File: config.mk
export PLATFORM = sky130hd
export DESIGN_NAME = img_rsz_src_arb
export DESIGN_NICKNAME = d
export VERILOG_FILES = /design/src/rtl/img_rsz_src_arb.sv
export SDC_FILE = /design/constraint.sdc
export NUM_CORES = 1
export LEC_CHECK = 0
export CORE_ASPECT_RATIO = 0.8
export CORE_MARGIN = 2
export CORE_UTILIZATION = 31
export CTS_BUF_LIST = sky130_fd_sc_hd__clkbuf_2
export DETAILED_ROUTE_END_ITERATION = 6
export HOLD_SLACK_MARGIN = 0.08
export PLACE_DENSITY = 0.71
export SLEW_MARGIN = 0
export SYNTH_ARGS = -nofsm -noshare
export SYNTH_HDL_FRONTEND = slang
export SYNTH_SLANG_ARGS = --single-unit
File: constraint.sdc
create_clock -name Clk -period 4.04 [get_ports Clk]
set_clock_uncertainty 0.2 [all_clocks]
set_input_delay 0.404 -clock Clk [delete_from_list [all_inputs] [get_ports Clk]]
set_output_delay 0.404 -clock Clk [all_outputs]
set_load 0.005 [all_outputs]
File: src/rtl/img_rsz_src_arb.sv
// Frame-granular round-robin arbiter in front of the image resizer's capturer.
// One source owns the resizer from its frame-start pixel until the resizer reports the image forwarded.
module img_rsz_src_arb #(
    parameter int NUM_SRC          = 4,
    parameter int PXL_W            = 24,
    parameter int IMG_WIDTH_IDX_W  = 11,
    parameter int IMG_HEIGHT_IDX_W = 11,
    parameter int SRC_ID_W         = $clog2(NUM_SRC)
) (
    input  logic                                 Clk,
    input  logic                                 Reset,
    input  logic [NUM_SRC*PXL_W-1:0]             SrcPxlData,
    input  logic [NUM_SRC*IMG_WIDTH_IDX_W-1:0]   SrcPxlX,
    input  logic [NUM_SRC*IMG_HEIGHT_IDX_W-1:0]  SrcPxlY,
    input  logic [NUM_SRC*IMG_WIDTH_IDX_W-1:0]   SrcImgWidth,
    input  logic [NUM_SRC*IMG_HEIGHT_IDX_W-1:0]  SrcImgHeight,
    input  logic [NUM_SRC-1:0]                   SrcPxlVld,
    output logic [NUM_SRC-1:0]                   SrcPxlRdy,
    output logic [PXL_W-1:0]                     PxlData,
    output logic [IMG_WIDTH_IDX_W-1:0]           PxlX,
    output logic [IMG_HEIGHT_IDX_W-1:0]          PxlY,
    output logic [IMG_WIDTH_IDX_W-1:0]           ImgWidth,
    output logic [IMG_HEIGHT_IDX_W-1:0]          ImgHeight,
    output logic                                 PxlVld,
    input  logic                                 PxlRdy,
    input  logic                                 RszImgComp,
    output logic                                 GntVld,
    output logic [SRC_ID_W-1:0]                  GntId,
    output logic                                 FrmDone,
    output logic [1:0]                           DbgState,
    output logic [SRC_ID_W-1:0]                  DbgRrPtr
);

    // Handshakes (source side and capturer side): a transfer happens in a cycle where
    // valid and ready are both high; valid never waits on ready, and a stalled source
    // must hold its pixel until it is accepted.

    typedef enum logic [1:0] {
        IDLE     = 2'd0,
        XFER     = 2'd1,
        WAIT_CMP = 2'd2
    } state_t;

    state_t                      state_q,      state_d;
    logic [SRC_ID_W-1:0]         rr_ptr_q,     rr_ptr_d;
    logic [SRC_ID_W-1:0]         gnt_id_q,     gnt_id_d;
    logic [IMG_WIDTH_IDX_W-1:0]  img_width_q,  img_width_d;
    logic [IMG_HEIGHT_IDX_W-1:0] img_height_q, img_height_d;
    logic [IMG_WIDTH_IDX_W-1:0]  cnt_hor_q,    cnt_hor_d;
    logic [IMG_HEIGHT_IDX_W-1:0] cnt_ver_q,    cnt_ver_d;

    logic [NUM_SRC-1:0]  elig;
    logic                win_found;
    logic [SRC_ID_W-1:0] win_id;
    logic [SRC_ID_W-1:0] rr_next;
    logic                hs;
    logic                hor_end;
    logic                last_pxl;
    int                  idx;

    // A source may only win at its frame start, so a grant always begins on pixel (0,0).
    always_comb begin
        elig = '0;
        for (int i = 0; i < NUM_SRC; i++) begin
            elig[i] = SrcPxlVld[i]
                    && (SrcPxlX[i*IMG_WIDTH_IDX_W +: IMG_WIDTH_IDX_W] == '0)
                    && (SrcPxlY[i*IMG_HEIGHT_IDX_W +: IMG_HEIGHT_IDX_W] == '0);
        end
    end

    always_comb begin
        win_found = 1'b0;
        win_id    = '0;
        idx       = 0;
        for (int k = 0; k < NUM_SRC; k++) begin
            idx = int'(rr_ptr_q) + k;
            if (idx >= NUM_SRC) begin
                idx = idx - NUM_SRC;
            end
            if (!win_found && elig[idx]) begin
                win_found = 1'b1;
                win_id    = SRC_ID_W'(idx);
            end
        end
    end

    always_comb begin
        PxlData = SrcPxlData[int'(gnt_id_q)*PXL_W +: PXL_W];
        PxlX    = SrcPxlX[int'(gnt_id_q)*IMG_WIDTH_IDX_W +: IMG_WIDTH_IDX_W];
        PxlY    = SrcPxlY[int'(gnt_id_q)*IMG_HEIGHT_IDX_W +: IMG_HEIGHT_IDX_W];
    end

    assign rr_next  = (gnt_id_q == SRC_ID_W'(NUM_SRC - 1)) ? '0 : gnt_id_q + SRC_ID_W'(1);
    assign hor_end  = (cnt_hor_q == img_width_q - IMG_WIDTH_IDX_W'(1));
    assign last_pxl = hor_end && (cnt_ver_q == img_height_q - IMG_HEIGHT_IDX_W'(1));
    assign hs       = PxlVld && PxlRdy;

    always_comb begin
        state_d      = state_q;
        rr_ptr_d     = rr_ptr_q;
        gnt_id_d     = gnt_id_q;
        img_width_d  = img_width_q;
        img_height_d = img_height_q;
        cnt_hor_d    = cnt_hor_q;
        cnt_ver_d    = cnt_ver_q;
        SrcPxlRdy    = '0;
        PxlVld       = 1'b0;
        FrmDone      = 1'b0;
        case (state_q)
            IDLE: begin
                if (win_found) begin
                    gnt_id_d     = win_id;
                    img_width_d  = SrcImgWidth[int'(win_id)*IMG_WIDTH_IDX_W +: IMG_WIDTH_IDX_W];
                    img_height_d = SrcImgHeight[int'(win_id)*IMG_HEIGHT_IDX_W +: IMG_HEIGHT_IDX_W];
                    cnt_hor_d    = '0;
                    cnt_ver_d    = '0;
                    state_d      = XFER;
                end
            end
            XFER: begin
                PxlVld              = SrcPxlVld[gnt_id_q];
                SrcPxlRdy[gnt_id_q] = PxlRdy;
                if (hs) begin
                    if (last_pxl) begin
                        FrmDone   = 1'b1;
                        cnt_hor_d = '0;
                        cnt_ver_d = '0;
                        // The resizer may finish on the very cycle the last pixel goes in.
                        if (RszImgComp) begin
                            rr_ptr_d = rr_next;
                            state_d  = IDLE;
                        end else begin
                            state_d  = WAIT_CMP;
                        end
                    end else if (hor_end) begin
                        cnt_hor_d = '0;
                        cnt_ver_d = cnt_ver_q + IMG_HEIGHT_IDX_W'(1);
                    end else begin
                        cnt_hor_d = cnt_hor_q + IMG_WIDTH_IDX_W'(1);
                    end
                end
            end
            WAIT_CMP: begin
                if (RszImgComp) begin
                    rr_ptr_d = rr_next;
                    state_d  = IDLE;
                end
            end
            default: begin
                state_d = IDLE;
            end
        endcase
    end

    always_ff @(posedge Clk) begin
        if (Reset) begin
            state_q      <= IDLE;
            rr_ptr_q     <= '0;
            gnt_id_q     <= '0;
            img_width_q  <= '1;
            img_height_q <= '1;
            cnt_hor_q    <= '0;
            cnt_ver_q    <= '0;
        end else begin
            state_q      <= state_d;
            rr_ptr_q     <= rr_ptr_d;
            gnt_id_q     <= gnt_id_d;
            img_width_q  <= img_width_d;
            img_height_q <= img_height_d;
            cnt_hor_q    <= cnt_hor_d;
            cnt_ver_q    <= cnt_ver_d;
        end
    end

    assign GntVld    = (state_q == XFER) || (state_q == WAIT_CMP);
    assign GntId     = gnt_id_q;
    assign ImgWidth  = img_width_q;
    assign ImgHeight = img_height_q;
    assign DbgState  = state_q;
    assign DbgRrPtr  = rr_ptr_q;

endmodule

==> metrics.md <==
| Metric | Value |
|---|---|
| TritonCTS Buffers | 5 |
| Clk_lat worst skew | between 400 and 500 ps |
| H-tree Lvls | 2 |
| Post-synth ARST share | 0 |
| Warnings from Yosys | 0 |
| # DRC | 0 |
| Max FO, Critical Path | 6 |
| First-pass GRT wire length | 40700 um |
| CP Cell Sequence | inv_1 -> ha_1 -> xor2_1 -> o211ai_1 -> a2111oi_2 -> nor4b_1 -> buf_4 -> nand4_1 -> nor2_1 -> clkdlybuf4s50_1 |
| Standard-cell rows | 42 |
| Rel. slew slack | 0.421 |
| M3 GR Usage | 0.0446 |
| Count of cell types in the netlist | 66 |
| Mean routed wirelength per cell | about 24 um |
| IO Pins | roughly 360 |
| Grt ovf | 0 |
| CTS root buf | clkbuf_2 |
| FMAX | 263 MHz |
| Most frequent cells in the layout | 360 x clkdlybuf4s50_1, 47 x mux4_2, 44 x dfxtp_1, 44 x nand3_1, 43 x a21oi_1 |
| Starting Density | 0.321 |
| CTS sink count | 50 |
| DRT iter0 DRCs | 507 |
| Met2 Usage GRT | 0.506 |
| Placed insts | 1163 |
| Drt first pass iters | 6 |
| Worst Max-Slew Pin Slew | around 870 ps |
| Worst Path Arrival | 3200 ps |
| Clk pin slew, worst setup/hold paths | 270 ps |
| Worst setup SP type | register |
| CTS tree | yes |
| Fin crit period | 3800 ps |
| Flops & latches, synth | 50 |
| Final nets | about 1200 |
| Leak pwr | 3.21 nW |
| DIE HEIGHT | 122 um |
| Post-synth top flop | dfxtp_1 |
| Yosys top cell by area | mux4_2 |
| Core area | 16700 sq um |
| Worst setup path category | reg -> out |
| Commonest non-fill, non-tap cell in the layout | clkdlybuf4s50_1 |
| Max VDD drop | between 0.0001 and 0.00015 V |
| Die X-Extent | roughly 150 um |
| Antenna violations before repair | 5 |
| Syn Std Cell Area | ~5400 sq um |
| Met1 usage | 0.379 |
| Final period utilization | 0.941 |
| Via count of the first global-routing pass | 6771 |
| Synthesized instance count | 612 |
| Total routed wirelength | 27700 um |
| Status | finished, final reports clean |
| Final Hold Viols | 0 |
| Die area | 18400 sq um |
| CP max stage delay | 530 ps |
| Tot GR Track Use | 0.294 |
| Largest net degree at the start of global routing | 52 |
| Final hold slack | roughly 320 ps |
| Hold WC Path Type | reg -> reg |
| Maxcap violations | 0 |
| Syn_area_per_cell | 8.75 sq um |
| Dpl hpwl | 23100 um |
| Busiest grt layer | met2 |
| Area Growth Syn to Fin | 74.6% |
| Maximum root-to-sink buffer count | 2 |
| Number of synthesized flops with an enable pin | 0 |
| Setup crit end kind | output pin |
| Required @ worst endpoint | 3440 ps |
| Fin. max-slew vios | 0 |
| RePlAce Congestion | 0.959 |
| Final std cells w/o fill | 1177 |
| Number of port buffers | 360 |
| Vias per cell | 5.78 |
| Cell type of the slowest stage on the worst timing path | clkdlybuf4s50_1 |
| ANT nets after route | 0 |
| Total number of vias | 6798 |
| Yosys top cell area share | 0.198 |
| Post-Synthesis Net Count | 903 |
| Largest cells by area after synthesis | mux4_2 20%, dfxtp_1 19%, mux2i_1 4.5%, nand3_1 4.1%, a21oi_1 4.0% |
| Register area share after synthesis | 0.187 |
| Cell Pwr Density | about 130 nW/um^2 |
| Layout cells sized above 1 | 0.106 |
| Final setup viols | 0 |
[through the flow]
stage | setup slack (ps) | setup TNS, ps | util | area (sq um) | power [W]
after floorplan | 936 | 0 | - | 5360 | 0.000570
after global placement | 254 | 0 | 0.552 | 9220 | 0.000935
after detailed placement | 280 | 0 | 0.552 | 9220 | 0.000937
after CTS | 39.1 | 0 | 0.556 | 9300 | 0.00120
after global routing | -24.1 | -24.1 | 0.559 | 9350 | 0.00124
final | 239 | 0 | 0.560 | 9350 | 0.00120
[synthesized netlist by cell type, types with 3 or more instances]
master and count:
dfxtp_1 50, and2_1 3, or4_1 15, mux2i_1 24, clkbuf_1 34, nand4_1 10
or2_2 3, nand3_1 44, a211oi_1 4, o31ai_1 13, nor2b_1 5, nor4_1 17
mux4_2 47, or3_1 10, a211o_1 22, xor2_1 9, nor3_1 15, a22oi_1 7
nor2_1 24, a2111oi_0 3, a21oi_1 43, o21ai_0 36, buf_1 10, o2111ai_1 4
inv_1 18, nor4b_1 6, nand2_1 22, xnor2_1 13, o211ai_1 25, nand2b_1 10
and3_1 11, ha_1 11
[metal layers]
metal | vias to the layer above | part of all wire
met5 | - | 0
met3 | 56 | 0.068
li1 | 3154 | -
met1 | 3243 | 0.41
met2 | 345 | 0.50
met4 | 0 | 0.030
[where the power goes]
group          internal, W   switching (W)
combinational     0.000319        0.000119
sequential        0.000494  0.000000000832
clock            0.0000993        0.000171
[repair_timing]
| action | 4_1_cts | 5_1_grt |
|---|---|---|
| setup endpoints to repair | 1 | 1 |
| gates resized for setup | 4 | 8 |
| gates cloned | 0 | 0 |
| hold buffers | 0 | 0 |
| setup buffers | 0 | 2 |
[area by class of cell]
type | count | area [sq um]
clock inverters | 2 | 33.8
fillers | 1567 | 7360
multi-input cells | 496 | 4140
diodes | 5 | 12.5
inverters | 18 | 67.6
clock buffers | 5 | 25.0
repair buffers | 381 | 3790
flip-flops and latches | 50 | 1010
well taps | 220 | 275
[kinds of logic (layout without fill, tap and decap cells)]
group                      count (synthesis)  after routing  synth area share
buffers and inverters                     66            406            0.0495
and+or+nand+nor                          208            208             0.224
adders and majority gates                 11             11            0.0257
xor gates and xnor gates                  22             22            0.0360
other                                      0              5                 0
AOI/OAI and AO/OA                        183            183             0.233
muxes                                     72             72             0.245
DFF                                       50             50             0.187
[worst paths after layout]
check                                                start                    endpoint  slack, ps  cells after the start
worst min register to register  cnt_ver_q[10]$_SDFFE_PP0P_  cnt_ver_q[10]$_SDFFE_PP0P_        320                      2
worst max register to register   ImgHeight[0]$_SDFFE_PP1P_    DbgRrPtr[1]$_SDFFE_PP0P_        730                      9
worst max-delay path              ImgWidth[1]$_SDFFE_PP1P_                     FrmDone        240                     10
worst min-delay path            cnt_ver_q[10]$_SDFFE_PP0P_  cnt_ver_q[10]$_SDFFE_PP0P_        320                      2
[registers in the layout, summed over array words and instances, names as in the netlist]
name       count
DbgRrPtr       2
DbgState       2
GntId          2
ImgHeight     11
ImgWidth      11
cnt_hor_q     11
cnt_ver_q     11
[worst max-delay path, delay by kind of cell (launching register included)]
family	cells	cell delay [ps]
XOR/XNOR	1	160
flip-flops	1	460
AO/OA/AOI/OAI	2	570
AND/OR/NAND/NOR	3	490
adder cells (fa/ha/maj)	1	280
buffers and inverters	3	780
No activity file was read; power rests on OpenSTA's default activity.
